===== src/rtl/pp_sched_pkg.sv =====
// Shared types and defaults for the ping-pong frame scheduler.
// Build option: PP_SCHED_STATS_EN enables the drop/short statistics counters.
package pp_sched_pkg;

    localparam int unsigned FRAME_PIX_DEF = 76800;
    localparam int unsigned ADDR_W_DEF    = 18;
    localparam int unsigned CNT_W         = 8;

    typedef enum logic [0:0] {
        W_IDLE,
        W_ACTIVE
    } w_state_e;

endpackage


===== src/rtl/pp_wr_addr_gen.sv =====
// Pixel counter, sticky overflow flag and registered RAM write port.
// frame_full reports the count including the pixel presented this cycle.
module pp_wr_addr_gen
    import pp_sched_pkg::*;
#(
    parameter int unsigned FRAME_PIX = FRAME_PIX_DEF,
    parameter int unsigned ADDR_W    = ADDR_W_DEF
) (
    input  logic              clk,
    input  logic              RST_N,
    input  logic              active,
    input  logic              start,
    input  logic              pix,
    input  logic              din,
    output logic              wr_en,
    output logic [ADDR_W-1:0] wr_addr,
    output logic              wr_dout,
    output logic              frame_full
);

    // One extra bit so the counter can hold FRAME_PIX even when it equals 2^ADDR_W.
    localparam int unsigned CNT_BITS = ADDR_W + 1;
    localparam logic [CNT_BITS-1:0] FRAME_CNT = CNT_BITS'(FRAME_PIX);
    localparam logic [CNT_BITS-1:0] CNT_ONE   = CNT_BITS'(1);

    logic [CNT_BITS-1:0] cnt_q, cnt_d, base;
    logic                ovf_q, ovf_d, take, accept;
    logic                wr_en_q, wr_dout_q;
    logic [ADDR_W-1:0]   wr_addr_q;

    // A start pulse restarts the frame before the coincident pixel is considered.
    always_comb begin
        base       = start ? '0 : cnt_q;
        take       = pix && (active || start);
        accept     = take && (base < FRAME_CNT);
        cnt_d      = accept ? base + CNT_ONE : base;
        ovf_d      = (ovf_q && !start) || (take && !accept);
        frame_full = !ovf_d && (cnt_d == FRAME_CNT);
    end

    always_ff @(posedge clk or negedge RST_N) begin
        if (!RST_N) begin
            cnt_q     <= '0;
            ovf_q     <= 1'b0;
            wr_en_q   <= 1'b0;
            wr_addr_q <= '0;
            wr_dout_q <= 1'b0;
        end else begin
            cnt_q     <= cnt_d;
            ovf_q     <= ovf_d;
            wr_en_q   <= accept;
            wr_addr_q <= base[ADDR_W-1:0];
            wr_dout_q <= din;
        end
    end

    assign wr_en   = wr_en_q;
    assign wr_addr = wr_addr_q;
    assign wr_dout = wr_dout_q;

endmodule


===== src/rtl/pp_frame_sched.sv =====
// Ping-pong frame scheduler: write addressing, bank ownership and frame handoff.
// Build option: PP_SCHED_STATS_EN implements drop_cnt/short_cnt, otherwise both read 0.
module pp_frame_sched
    import pp_sched_pkg::*;
#(
    parameter int unsigned FRAME_PIX = FRAME_PIX_DEF,
    parameter int unsigned ADDR_W    = ADDR_W_DEF
) (
    input  logic              clk,
    input  logic              RST_N,
    input  logic              wr_sof,
    input  logic              wr_eof,
    input  logic              wr_pix,
    input  logic              wr_din,
    output logic              wr_en,
    output logic [ADDR_W-1:0] wr_addr,
    output logic              wr_dout,
    output logic              wr_bank,
    input  logic              rd_sof,
    output logic              rd_bank,
    output logic              frame_ready,
    output logic [CNT_W-1:0]  drop_cnt,
    output logic [CNT_W-1:0]  short_cnt
);

    w_state_e state_q;
    logic     frame_ready_q, rd_bank_q;
    logic     swap, full, active;

    assign active = (state_q == W_ACTIVE);
    assign swap   = rd_sof && frame_ready_q;

    pp_wr_addr_gen #(
        .FRAME_PIX (FRAME_PIX),
        .ADDR_W    (ADDR_W)
    ) u_addr_gen (
        .clk        (clk),
        .RST_N      (RST_N),
        .active     (active),
        .start      (wr_sof),
        .pix        (wr_pix),
        .din        (wr_din),
        .wr_en      (wr_en),
        .wr_addr    (wr_addr),
        .wr_dout    (wr_dout),
        .frame_full (full)
    );

    // frame_ready is only ever 1 while idle, so a completing eof never races a swap.
    always_ff @(posedge clk or negedge RST_N) begin
        if (!RST_N) begin
            state_q       <= W_IDLE;
            frame_ready_q <= 1'b0;
            rd_bank_q     <= 1'b0;
        end else begin
            if (swap) begin
                rd_bank_q     <= ~rd_bank_q;
                frame_ready_q <= 1'b0;
            end
            case (state_q)
                W_IDLE: begin
                    if (wr_sof) begin
                        state_q       <= W_ACTIVE;
                        frame_ready_q <= 1'b0;
                    end
                end
                W_ACTIVE: begin
                    if (!wr_sof && wr_eof) begin
                        state_q <= W_IDLE;
                        if (full) begin
                            frame_ready_q <= 1'b1;
                        end
                    end
                end
                default: state_q <= W_IDLE;
            endcase
        end
    end

    assign rd_bank     = rd_bank_q;
    assign wr_bank     = ~rd_bank_q;
    assign frame_ready = frame_ready_q;

`ifdef PP_SCHED_STATS_EN
    localparam logic [CNT_W-1:0] STAT_ONE = CNT_W'(1);

    logic [CNT_W-1:0] drop_q, short_q;
    logic             drop_inc, short_inc;

    // A coincident swap frees the ready frame for display, so it is not a drop.
    assign drop_inc  = !active && wr_sof && frame_ready_q && !rd_sof;
    assign short_inc = active && (wr_sof || (wr_eof && !full));

    always_ff @(posedge clk or negedge RST_N) begin
        if (!RST_N) begin
            drop_q  <= '0;
            short_q <= '0;
        end else begin
            if (drop_inc && (drop_q != '1)) begin
                drop_q <= drop_q + STAT_ONE;
            end
            if (short_inc && (short_q != '1)) begin
                short_q <= short_q + STAT_ONE;
            end
        end
    end

    assign drop_cnt  = drop_q;
    assign short_cnt = short_q;
`else
    assign drop_cnt  = '0;
    assign short_cnt = '0;
`endif

endmodule


===== config.mk =====
export PLATFORM = sky130hd
export DESIGN_NAME = pp_frame_sched
export DESIGN_NICKNAME = d
export VERILOG_FILES = /design/src/rtl/pp_sched_pkg.sv /design/src/rtl/pp_wr_addr_gen.sv /design/src/rtl/pp_frame_sched.sv
export SDC_FILE = /design/constraint.sdc
export NUM_CORES = 1
export LEC_CHECK = 0
export BUFFER_PORTS_ARGS = -buffer_cell sky130_fd_sc_hd__buf_4
export CORE_ASPECT_RATIO = 0.5
export CORE_MARGIN = 8
export CORE_UTILIZATION = 45
export CTS_CLUSTER_SIZE = 16
export DETAILED_ROUTE_END_ITERATION = 10
export PLACE_DENSITY = 0.68
export SLEW_MARGIN = 15
export SYNTH_ARGS = -nofsm -noshare
export SYNTH_HDL_FRONTEND = slang
export SYNTH_SLANG_ARGS = --single-unit

===== constraint.sdc =====
create_clock -name clk -period 2.8 [get_ports clk]
set_input_delay 0.14 -clock clk [delete_from_list [all_inputs] [get_ports clk]]
set_output_delay 0.14 -clock clk [all_outputs]
set_load 0.05 [all_outputs]

==> reports/qor.json, run 1 <==
{
  "floorplanning": {
    "core_um2": 4403,
    "boundaryPins": 46,
    "fp.dieH_um": 63.85,
    "initial_core_util_pct": 46.80,
    "fp-row-count": 17,
    "design.die.area_um2": 7132,
    "die-width_um": 111.7
  },
  "cells_and_area": {
    "instances_no_fill": 279,
    "filler_cell_count": 391,
    "antenna_cells": 0,
    "fin_area_um2": 2431,
    "final_layout_size_suffix_gt1_share_pct": 23.42,
    "nets": 229,
    "area.growth.synth_to_final_pct": 17.97
  },
  "worst_setup_path": {
    "worst_path_required_ns": 3.02,
    "path_cells": "nand2b_1 > inv_1 > ha_2 > nand4_1 > or4_1 > nor4_2 > xor2_1 > nand4bb_1 > o31ai_2",
    "critical_path.top_delay_family": "simple AND/OR/NAND/NOR gates",
    "start_kind": "flip-flop",
    "cp.buffers_inverters": 1,
    "critical_path.reg2reg.startpoint": "u_addr_gen.cnt_q[0]$_DFF_PN0_",
    "crit_path_end_kind": "flip-flop",
    "crit_path_max_incr_delay_ns": 0.56,
    "timing.reg2reg.setup_slack_ns": 0.23,
    "class_of_the_most_critical_setup_path": "flip-flop to flip-flop",
    "worstReg2RegEnd": "frame_ready$_DFF_PN0_",
    "crit_arrival_ns": 2.78,
    "crit_path_top_delay_cell": "or4_1",
    "ff2ff_path_depth": 9,
    "critical_path.max_fanout": 7
  },
  "worst_hold_path": {
    "min_to": "rd_bank$_DFFE_PN0P_",
    "holdCritPathClass": "input port to flip-flop",
    "worst_hold_startpoint": "rd_sof",
    "min_delay_path_depth": 3
  },
  "route": {
    "avgViaCountPerCell": 5.301,
    "drt_iter0_drcs": 69,
    "overall_routed_net_length_um": 4465,
    "routed-via-count": 1479,
    "post-route-drc-count": 0,
    "antenna_violating_nets_post_route": 0,
    "post_drt_wl_per_cell_um": 16.00,
    "firstDrtPassIters": 4
  },
  "power_and_ir_drop": {
    "power_density_nw_per_um2": 527.9,
    "irDropWorstVdd_v": 0.0001915,
    "leakage_nw": 1.200,
    "p_total_mw": 1.283
  },
  "sta": {
    "setup-tns-final_ns": 0,
    "report.final.hold_viol_count": 0,
    "maxSlewHeadroom_pct": 61.69,
    "report.final.setup_viol": 0,
    "final-max-slew-violation-count": 0,
    "final_period_minus_worst_setup_slack_ns": 2.568,
    "tightest_slew_ns": 0.5726,
    "fmaxAchievable_mhz": 389.4,
    "finalWorstSetupSlack_ns": 0.2318,
    "period_share_pct": 91.72,
    "rsz0062_at_grt": "false",
    "final.setup_skew_ns": 0.01183
  },
  "global_route": {
    "gr-total-overflow": 0,
    "groute.usage.overall_pct": 12.53,
    "grt_pass1_vias": 1447,
    "grt_max_degree": 44,
    "grt_pass1_wl_um": 7176,
    "antenna_violations_before_repair": 0
  },
  "cts": {
    "clockRootBuffer": "clkbuf_8",
    "clkTransAtPathRegs_ns": 0.08,
    "cts_made_buffers": 5,
    "clock_tree_from_tritoncts": "done",
    "clk-insertion-delay-late_ns": 0.30,
    "cts-htree-levels": 2,
    "cts_buffer_depth": 2,
    "postCtsSetupRepairBufs": 0,
    "clkSinkCount": 43
  },
  "yosys": {
    "synth_largest_area_cell": "dfrtp_1",
    "post_synthesis_async_set_or_reset_flop_share_pct": 100.0,
    "part_of_the_yosys_area_used_for_sequential_elements_pct": 52.22,
    "syn_inst_count": 186,
    "synth.ff_latch_count": 43,
    "synthDistinctLibCells": 47,
    "post-synth-top-count-cell": "dfrtp_1",
    "synth_ff_type": "dfrtp_1",
    "post_synth_most_frequent_cells": "dfrtp_1 (43), nor2b_1 (17), buf_4 (16)",
    "post_synth.cell_area_avg_um2": 11.08,
    "post_synth_instance_area_um2": 2061,
    "synth_warn": 0,
    "area_share_of_the_leading_cell_type_in_the_synthesized_netlist_pct": 52.22,
    "synth-edff-count": 0,
    "synth_area_leaders": "dfrtp_1 (52%), buf_4 (5.8%), nor2b_1 (5.2%), xor2_1 (3.4%), nand3b_1 (2.6%)"
  },
  "placement": {
    "placement.io_buffers": 29,
    "placedCellCount": 269,
    "hpwlAfterDp_um": 3189,
    "placement.setup.worst_slack_ns": 0.2110,
    "final_weighted_congestion_in_routability_driven_placement": 0.8650,
    "placement.cell_area_um2": 2291
  },
  "run_status": {
    "outcome": "complete, no violations"
  },
  "flow_run": {
    "max-cap-violations": 0
  }
}
[cells by family (layout without fill, tap and decap cells)]
group                      after synthesis  in the layout  synth area share, %
DFF                                     43             43                52.22
AOI/OAI and AO/OA                       24             24                8.987
adders and majority gates                1              1               0.6071
and+or+nand+nor                         74             74                23.74
buffers and inverters                   29             50                8.318
xor gates and xnor gates                14             14                5.950
other                                    1             16               0.1820
[worst max-delay path by stage]
stage / startpoint / to / slack [ns] / depth (start not counted)
floorplan: wr_sof / frame_ready$_DFF_PN0_ / 0.38 / 11
global placement: wr_sof / frame_ready$_DFF_PN0_ / 0.32 / 10
detailed placement: wr_sof / frame_ready$_DFF_PN0_ / 0.21 / 10
CTS: u_addr_gen.cnt_q[0]$_DFF_PN0_ / frame_ready$_DFF_PN0_ / 0.19 / 9
global route: u_addr_gen.cnt_q[0]$_DFF_PN0_ / frame_ready$_DFF_PN0_ / 0.05 / 9
finish: u_addr_gen.cnt_q[0]$_DFF_PN0_ / frame_ready$_DFF_PN0_ / 0.23 / 9
[sequential cells by signal (all words and copies together), names as in the netlist]
| register | count |
|---|---|
| u_addr_gen.cnt_q | 19 |
| active | 1 |
| u_addr_gen.wr_en | 1 |
| frame_ready | 1 |
| u_addr_gen.ovf_q | 1 |
| rd_bank | 1 |
| u_addr_gen.wr_dout | 1 |
| u_addr_gen.wr_addr | 18 |
[layer usage]
metal,track usage (%),up-vias,part of all wire [%]
li1,-,687,-
met1,17.32,738,51
met2,17.45,49,42
met3,4.026,5,5.9
met4,5.565,0,1.3
met5,0,-,0
[placed cells by master (no fill, tap or decap), drive strengths merged, types with 3 or more instances in the layout]
cell type,count
nand4b,4
nor2b,17
a21oi,4
nand2,8
or4,5
nand3b,7
buf,33
nor2,8
clkbuf,6
nor4,5
conb,16
nand2b,3
xor2,8
inv,7
nand4,3
xnor2,6
o31a,3
dfrtp,43
o21ai,4
[metrics by stage]
step | utilization, % | hold slack [ns]
final | 55.21 | 0.1232
after global routing | 55.21 | 0.1406
after CTS | 55.16 | 0.1223
after detailed placement | 52.03 | 0.1585
after global placement | 52.03 | 0.1556
after floorplan | - | -0.1556
[where the power goes]
group	internal (mW)	leakage [nW]	total, mW	switching (mW)
Sequential	0.631	0.590	0.640	0.00873
Combinational	0.0302	0.549	0.137	0.107
Clock	0.289	0.0612	0.506	0.218
[tightest hold or removal path, stage by stage]
cell and delay, ns:
buf_4 0.11, nand2_1 0.07, xnor2_1 0.07
[repair_timing]
| action | CTS | global route |
|---|---|---|
| hold endpoints to repair | 44 | 0 |
| resized for setup | 0 | 1 |
| hold buffers | 2 | 0 |
| endpoints found under the setup margin | 0 | 1 |
[layout make-up]
cell class                      count  area [um2]  area share (%)
Inverter                            7       26.28           1.081
Clock inverter                      2       35.03           1.441
Tap cell                           57       71.32           2.934
Multi-Input combinational cell    129       872.1           35.87
Timing Repair Buffer               35       267.8           11.01
Clock buffer                        6       82.58           3.397
Sequential cell                    43        1076           44.26
(Power assumes the default switching activity.)
==> run 2: changes to the inputs <==
--- a/config.mk
+++ b/config.mk
@@ -11,8 +11,10 @@
 export CORE_UTILIZATION = 45
 export CTS_CLUSTER_SIZE = 16
 export DETAILED_ROUTE_END_ITERATION = 10
+export GPL_ROUTABILITY_DRIVEN = 0
 export PLACE_DENSITY = 0.68
 export SLEW_MARGIN = 15
 export SYNTH_ARGS = -nofsm -noshare
 export SYNTH_HDL_FRONTEND = slang
+export SYNTH_HIERARCHICAL = 1
 export SYNTH_SLANG_ARGS = --single-unit
==> reports/qor.json, run 2 <==
{
  "cts": {
    "cts_buffer_depth": {"value": 2, "change": "unchanged"},
    "cts_made_buffers": {"value": 5, "change": "unchanged"},
    "clockRootBuffer": {"value": "clkbuf_8", "change": "unchanged"},
    "clock_tree_from_tritoncts": {"value": "done", "change": "unchanged"},
    "cts-htree-levels": {"value": 2, "change": "unchanged"},
    "clk-insertion-delay-late": {"value": 0.30, "unit": "ns", "change": "about the same"},
    "clkSinkCount": {"value": 43, "change": "unchanged"},
    "clkTransAtPathRegs": {"value": 0.08, "unit": "ns", "change": "about the same"}
  },
  "global_route": {
    "groute.usage.overall": {"value": 13.51, "unit": "%", "change": "was 12.53%"},
    "grt_max_degree": {"value": 44, "change": "unchanged"},
    "grt_pass1_wl": {"value": 7941, "unit": "um", "change": "was 7176 um"},
    "grt_pass1_vias": {"value": 1633, "change": "was 1447"},
    "gr-total-overflow": {"value": 0, "change": "unchanged"},
    "antenna_violations_before_repair": {"value": 0, "change": "unchanged"}
  },
  "yosys": {
    "synth_area_leaders": {"value": "dfrtp_1 (50%), buf_4 (5.5%), nor2b_1 (4.3%), xnor2_1 (2.4%), nand2_1 (2.1%)", "change": "was dfrtp_1 (52%), buf_4 (5.8%), nor2b_1 (5.2%), xor2_1 (3.4%), nand3b_1 (2.6%)"},
    "post_synth_most_frequent_cells": {"value": "dfrtp_1 (43), buf_4 (16), nor2b_1 (15)", "change": "was dfrtp_1 (43), nor2b_1 (17), buf_4 (16)"},
    "synth_largest_area_cell": {"value": "dfrtp_1", "change": "unchanged"},
    "synth_ff_type": {"value": "dfrtp_1", "change": "unchanged"},
    "area_share_of_the_leading_cell_type_in_the_synthesized_netlist": {"value": 49.65, "unit": "%", "change": "was 52.22%"},
    "synth.ff_latch_count": {"value": 43, "change": "unchanged"},
    "synthDistinctLibCells": {"value": 58, "change": "was 47"},
    "post_synth.cell_area_avg": {"value": 11.17, "unit": "um2", "change": "was 11.08 um2"},
    "part_of_the_yosys_area_used_for_sequential_elements": {"value": 49.65, "unit": "%", "change": "was 52.22%"},
    "synth_warn": {"value": 6, "change": "was 0"},
    "synth-edff-count": {"value": 0, "change": "unchanged"},
    "post_synth_instance_area": {"value": 2167, "unit": "um2", "change": "was 2061 um2"},
    "syn_inst_count": {"value": 194, "change": "was 186"},
    "post_synthesis_async_set_or_reset_flop_share": {"value": 100.0, "unit": "%", "change": "unchanged"},
    "post-synth-top-count-cell": {"value": "dfrtp_1", "change": "unchanged"}
  },
  "power_and_ir_drop": {
    "irDropWorstVdd": {"value": 0.0002001, "unit": "V", "change": "was 0.0001915 V"},
    "p_total": {"value": 1.229, "unit": "mW", "change": "was 1.283 mW"},
    "leakage": {"value": 1.222, "unit": "nW", "change": "was 1.200 nW"},
    "power_density": {"value": 481.3, "unit": "nW/um2", "change": "was 527.9 nW/um2"}
  },
  "route": {
    "drt_iter0_drcs": {"value": 161, "change": "was 69"},
    "post_drt_wl_per_cell": {"value": 16.51, "unit": "um", "change": "was 16.00 um"},
    "post-route-drc-count": {"value": 0, "change": "unchanged"},
    "routed-via-count": {"value": 1570, "change": "was 1479"},
    "firstDrtPassIters": {"value": 4, "change": "unchanged"},
    "overall_routed_net_length": {"value": 4954, "unit": "um", "change": "was 4465 um"},
    "antenna_violating_nets_post_route": {"value": 0, "change": "unchanged"},
    "avgViaCountPerCell": {"value": 5.233, "change": "was 5.301"}
  },
  "worst_setup_path": {
    "crit_path_top_delay_cell": {"value": "dfrtp_1", "change": "was or4_1"},
    "timing.reg2reg.setup_slack": {"value": 0.13, "unit": "ns", "change": "was 0.23 ns"},
    "crit_path_end_kind": {"value": "flip-flop", "change": "unchanged"},
    "ff2ff_path_depth": {"value": 10, "change": "was 9"},
    "critical_path.max_fanout": {"value": 5, "change": "was 7"},
    "crit_path_max_incr_delay": {"value": 0.42, "unit": "ns", "change": "was 0.56 ns"},
    "critical_path.most_common_cell": "nand4_1",
    "worstReg2RegEnd": {"value": "frame_ready$_DFF_PN0_", "change": "unchanged"},
    "path_cells": {"value": "nor2b_2 > ha_2 > and3_1 > nand4_1 > or3_4 > a211oi_2 > nand4_1 > nor4_2 > nand4b_1 > nand3_1", "change": "was nand2b_1 > inv_1 > ha_2 > nand4_1 > or4_1 > nor4_2 > xor2_1 > nand4bb_1 > o31ai_2"},
    "cp.buffers_inverters": {"value": 0, "change": "was 1"},
    "critical_path.top_delay_family": {"value": "simple AND/OR/NAND/NOR gates", "change": "unchanged"},
    "class_of_the_most_critical_setup_path": {"value": "flip-flop to flip-flop", "change": "unchanged"},
    "start_kind": {"value": "flip-flop", "change": "unchanged"},
    "critical_path.reg2reg.startpoint": {"value": "u_addr_gen/cnt_q[0]$_DFF_PN0_", "change": "was u_addr_gen.cnt_q[0]$_DFF_PN0_"},
    "crit_arrival": {"value": 2.90, "unit": "ns", "change": "was 2.78 ns"},
    "worst_path_required": {"value": 3.04, "unit": "ns", "change": "was 3.02 ns"}
  },
  "worst_hold_path": {
    "min_delay_path_depth": {"value": 3, "change": "unchanged"},
    "worst_hold_startpoint": {"value": "rd_sof", "change": "unchanged"},
    "holdCritPathClass": {"value": "input port to flip-flop", "change": "unchanged"},
    "min_to": {"value": "rd_bank$_DFFE_PN0P_", "change": "unchanged"}
  },
  "sta": {
    "tightest_slew": {"value": 0.5255, "unit": "ns", "change": "was 0.5726 ns"},
    "final-max-slew-violation-count": {"value": 0, "change": "unchanged"},
    "fmaxAchievable": {"value": 375.0, "unit": "MHz", "change": "was 389.4 MHz"},
    "final.setup_skew": {"value": 0.003138, "unit": "ns", "change": "was 0.01183 ns"},
    "maxSlewHeadroom": {"value": 64.97, "unit": "%", "change": "was 61.69%"},
    "final_period_minus_worst_setup_slack": {"value": 2.667, "unit": "ns", "change": "was 2.568 ns"},
    "timing.hold.ws": {"value": 0.1262, "unit": "ns", "change": "was 0.1232 ns"},
    "period_share": {"value": 95.24, "unit": "%", "change": "was 91.72%"},
    "report.final.hold_viol_count": {"value": 0, "change": "unchanged"},
    "report.final.setup_viol": {"value": 0, "change": "unchanged"}
  },
  "floorplanning": {
    "fp.dieH": {"value": 65.07, "unit": "um", "change": "was 63.85 um"},
    "design.die.area": {"value": 7427, "unit": "um2", "change": "was 7132 um2"},
    "initial_core_util": {"value": 48.06, "unit": "%", "change": "was 46.80%"},
    "die-width": {"value": 114.1, "unit": "um", "change": "was 111.7 um"},
    "fp-row-count": {"value": 17, "change": "unchanged"},
    "core": {"value": 4509, "unit": "um2", "change": "was 4403 um2"},
    "boundaryPins": {"value": 46, "change": "unchanged"}
  },
  "cells_and_area": {
    "registers.top_by_ff_count": {"value": "u_addr_gen/cnt_q", "change": "was u_addr_gen.cnt_q"},
    "layout_commonest_cell": {"value": "dfrtp_1", "change": "unchanged"},
    "largest_reg_flops": {"value": 19, "change": "unchanged"},
    "filler_cell_count": {"value": 422, "change": "was 391"},
    "nets": {"value": 241, "change": "was 229"},
    "commonest_cells_after_routing_fill_and_taps_aside": {"value": "dfrtp_1 (43), buf_4 (34), conb_1 (16)", "change": "was dfrtp_1 (43), buf_4 (33), nor2b_1 (17)"},
    "regArea": {"value": 1076, "unit": "um2", "change": "unchanged"},
    "area.growth.synth_to_final": {"value": 17.84, "unit": "%", "change": "was 17.97%"},
    "fin_area": {"value": 2554, "unit": "um2", "change": "was 2431 um2"},
    "final_layout_size_suffix_gt1_share": {"value": 26.92, "unit": "%", "change": "was 23.42%"},
    "instances_no_fill": {"value": 300, "change": "was 279"},
    "multi_input_area": {"value": 993.5, "unit": "um2", "change": "was 872.1 um2"},
    "antenna_cells": {"value": 0, "change": "unchanged"}
  },
  "run_status": {
    "outcome": {"value": "complete, no violations", "change": "unchanged"}
  },
  "placement": {
    "placement.io_buffers": {"value": 29, "change": "unchanged"},
    "hpwlAfterDp": {"value": 3635, "unit": "um", "change": "was 3189 um"},
    "placement.cell_area": {"value": 2406, "unit": "um2", "change": "was 2291 um2"},
    "placedCellCount": {"value": 288, "change": "was 269"}
  },
  "flow_run": {
    "max-cap-violations": {"value": 0, "change": "unchanged"}
  }
}
==> run 2: changes by cell type after synthesis, moves of 4 or more <==
cell and change:
nand2_1 +4, nor2_1 -5, nor3_1 +5, nand3b_1 -4, xor2_1 -6
==> run 2: worst max path at each step <==
stage / from / endpoint / slack [ns] / cells past startpoint
after detailed placement: u_addr_gen/cnt_q[1]$_DFF_PN0_ / frame_ready$_DFF_PN0_ / 0.12 / 10
after global routing: u_addr_gen/cnt_q[0]$_DFF_PN0_ / frame_ready$_DFF_PN0_ / -0.001 / 10
final: u_addr_gen/cnt_q[0]$_DFF_PN0_ / frame_ready$_DFF_PN0_ / 0.13 / 10
after floorplan: wr_sof / frame_ready$_DFF_PN0_ / 0.39 / 12
after CTS: u_addr_gen/cnt_q[1]$_DFF_PN0_ / frame_ready$_DFF_PN0_ / 0.11 / 10
after global placement: u_addr_gen/cnt_q[1]$_DFF_PN0_ / frame_ready$_DFF_PN0_ / 0.29 / 10
==> run 2: layout make-up <==
type	count	share of cell area, %
Clock buffer	8	3.920
Inverter	7	1.029
Multi-Input combinational cell	140	38.90
Sequential cell	43	42.14
Tap cell	66	3.234
Timing Repair Buffer	36	10.78
==> run 2: tightest hold or removal path, cell delays in order <==
cell and delay (ns):
buf_4 0.12, nand2_1 0.07, xnor2_1 0.06
==> run 2: per-layer routing <==
metal	part of all wire [%]	vias up	wire length [um]	GRT usage, %
met5	0	-	0	0
met4	1.2	0	61	5.255
met3	7.9	8	391	4.524
met2	44	64	2187	19.82
met1	47	764	2313	17.99
li1	-	734	-	-
==> run 2: repair_timing <==
| item | CTS | global route |
|---|---|---|
| hold endpoints to repair | 44 | 0 |
| hold buffers | 2 | 0 |
| resized for setup | 0 | 4 |
| buffers inserted | 0 | 2 |
| endpoints found under the setup margin | 0 | 1 |
==> run 2: metrics by stage <==
| stage | worst slack [ns] | TNS, ns | util (%) |
|---|---|---|---|
| after global placement | 0.2935 | 0 | 53.36 |
| after global routing | -0.001493 | -0.001493 | 56.63 |
| after CTS | 0.1084 | 0 | 56.02 |
| after floorplan | 0.3931 | 0 | - |
| final | 0.1333 | 0 | 56.63 |
| after detailed placement | 0.1232 | 0 | 53.36 |
==> run 2: cell families (layout without fill, tap and decap cells) <==
| kind of cell | after synthesis | count (layout) | share of synthesized area (%) |
|---|---|---|---|
| fa+ha+maj | 1 | 1 | 0.5773 |
| simple gates | 83 | 83 | 24.25 |
| xor+xnor | 9 | 9 | 3.984 |
| compound gates | 31 | 31 | 13.68 |
| flops | 43 | 43 | 49.65 |
| buf+inv | 26 | 51 | 7.679 |
| other cells | 1 | 16 | 0.1730 |
==> run 2: power by group <==
group | internal (mW) | leakage [nW] | switching [mW]
sequential | 0.631 | 0.590 | 0.0110
clock | 0.225 | 0.0515 | 0.207
combinational | 0.0412 | 0.581 | 0.114
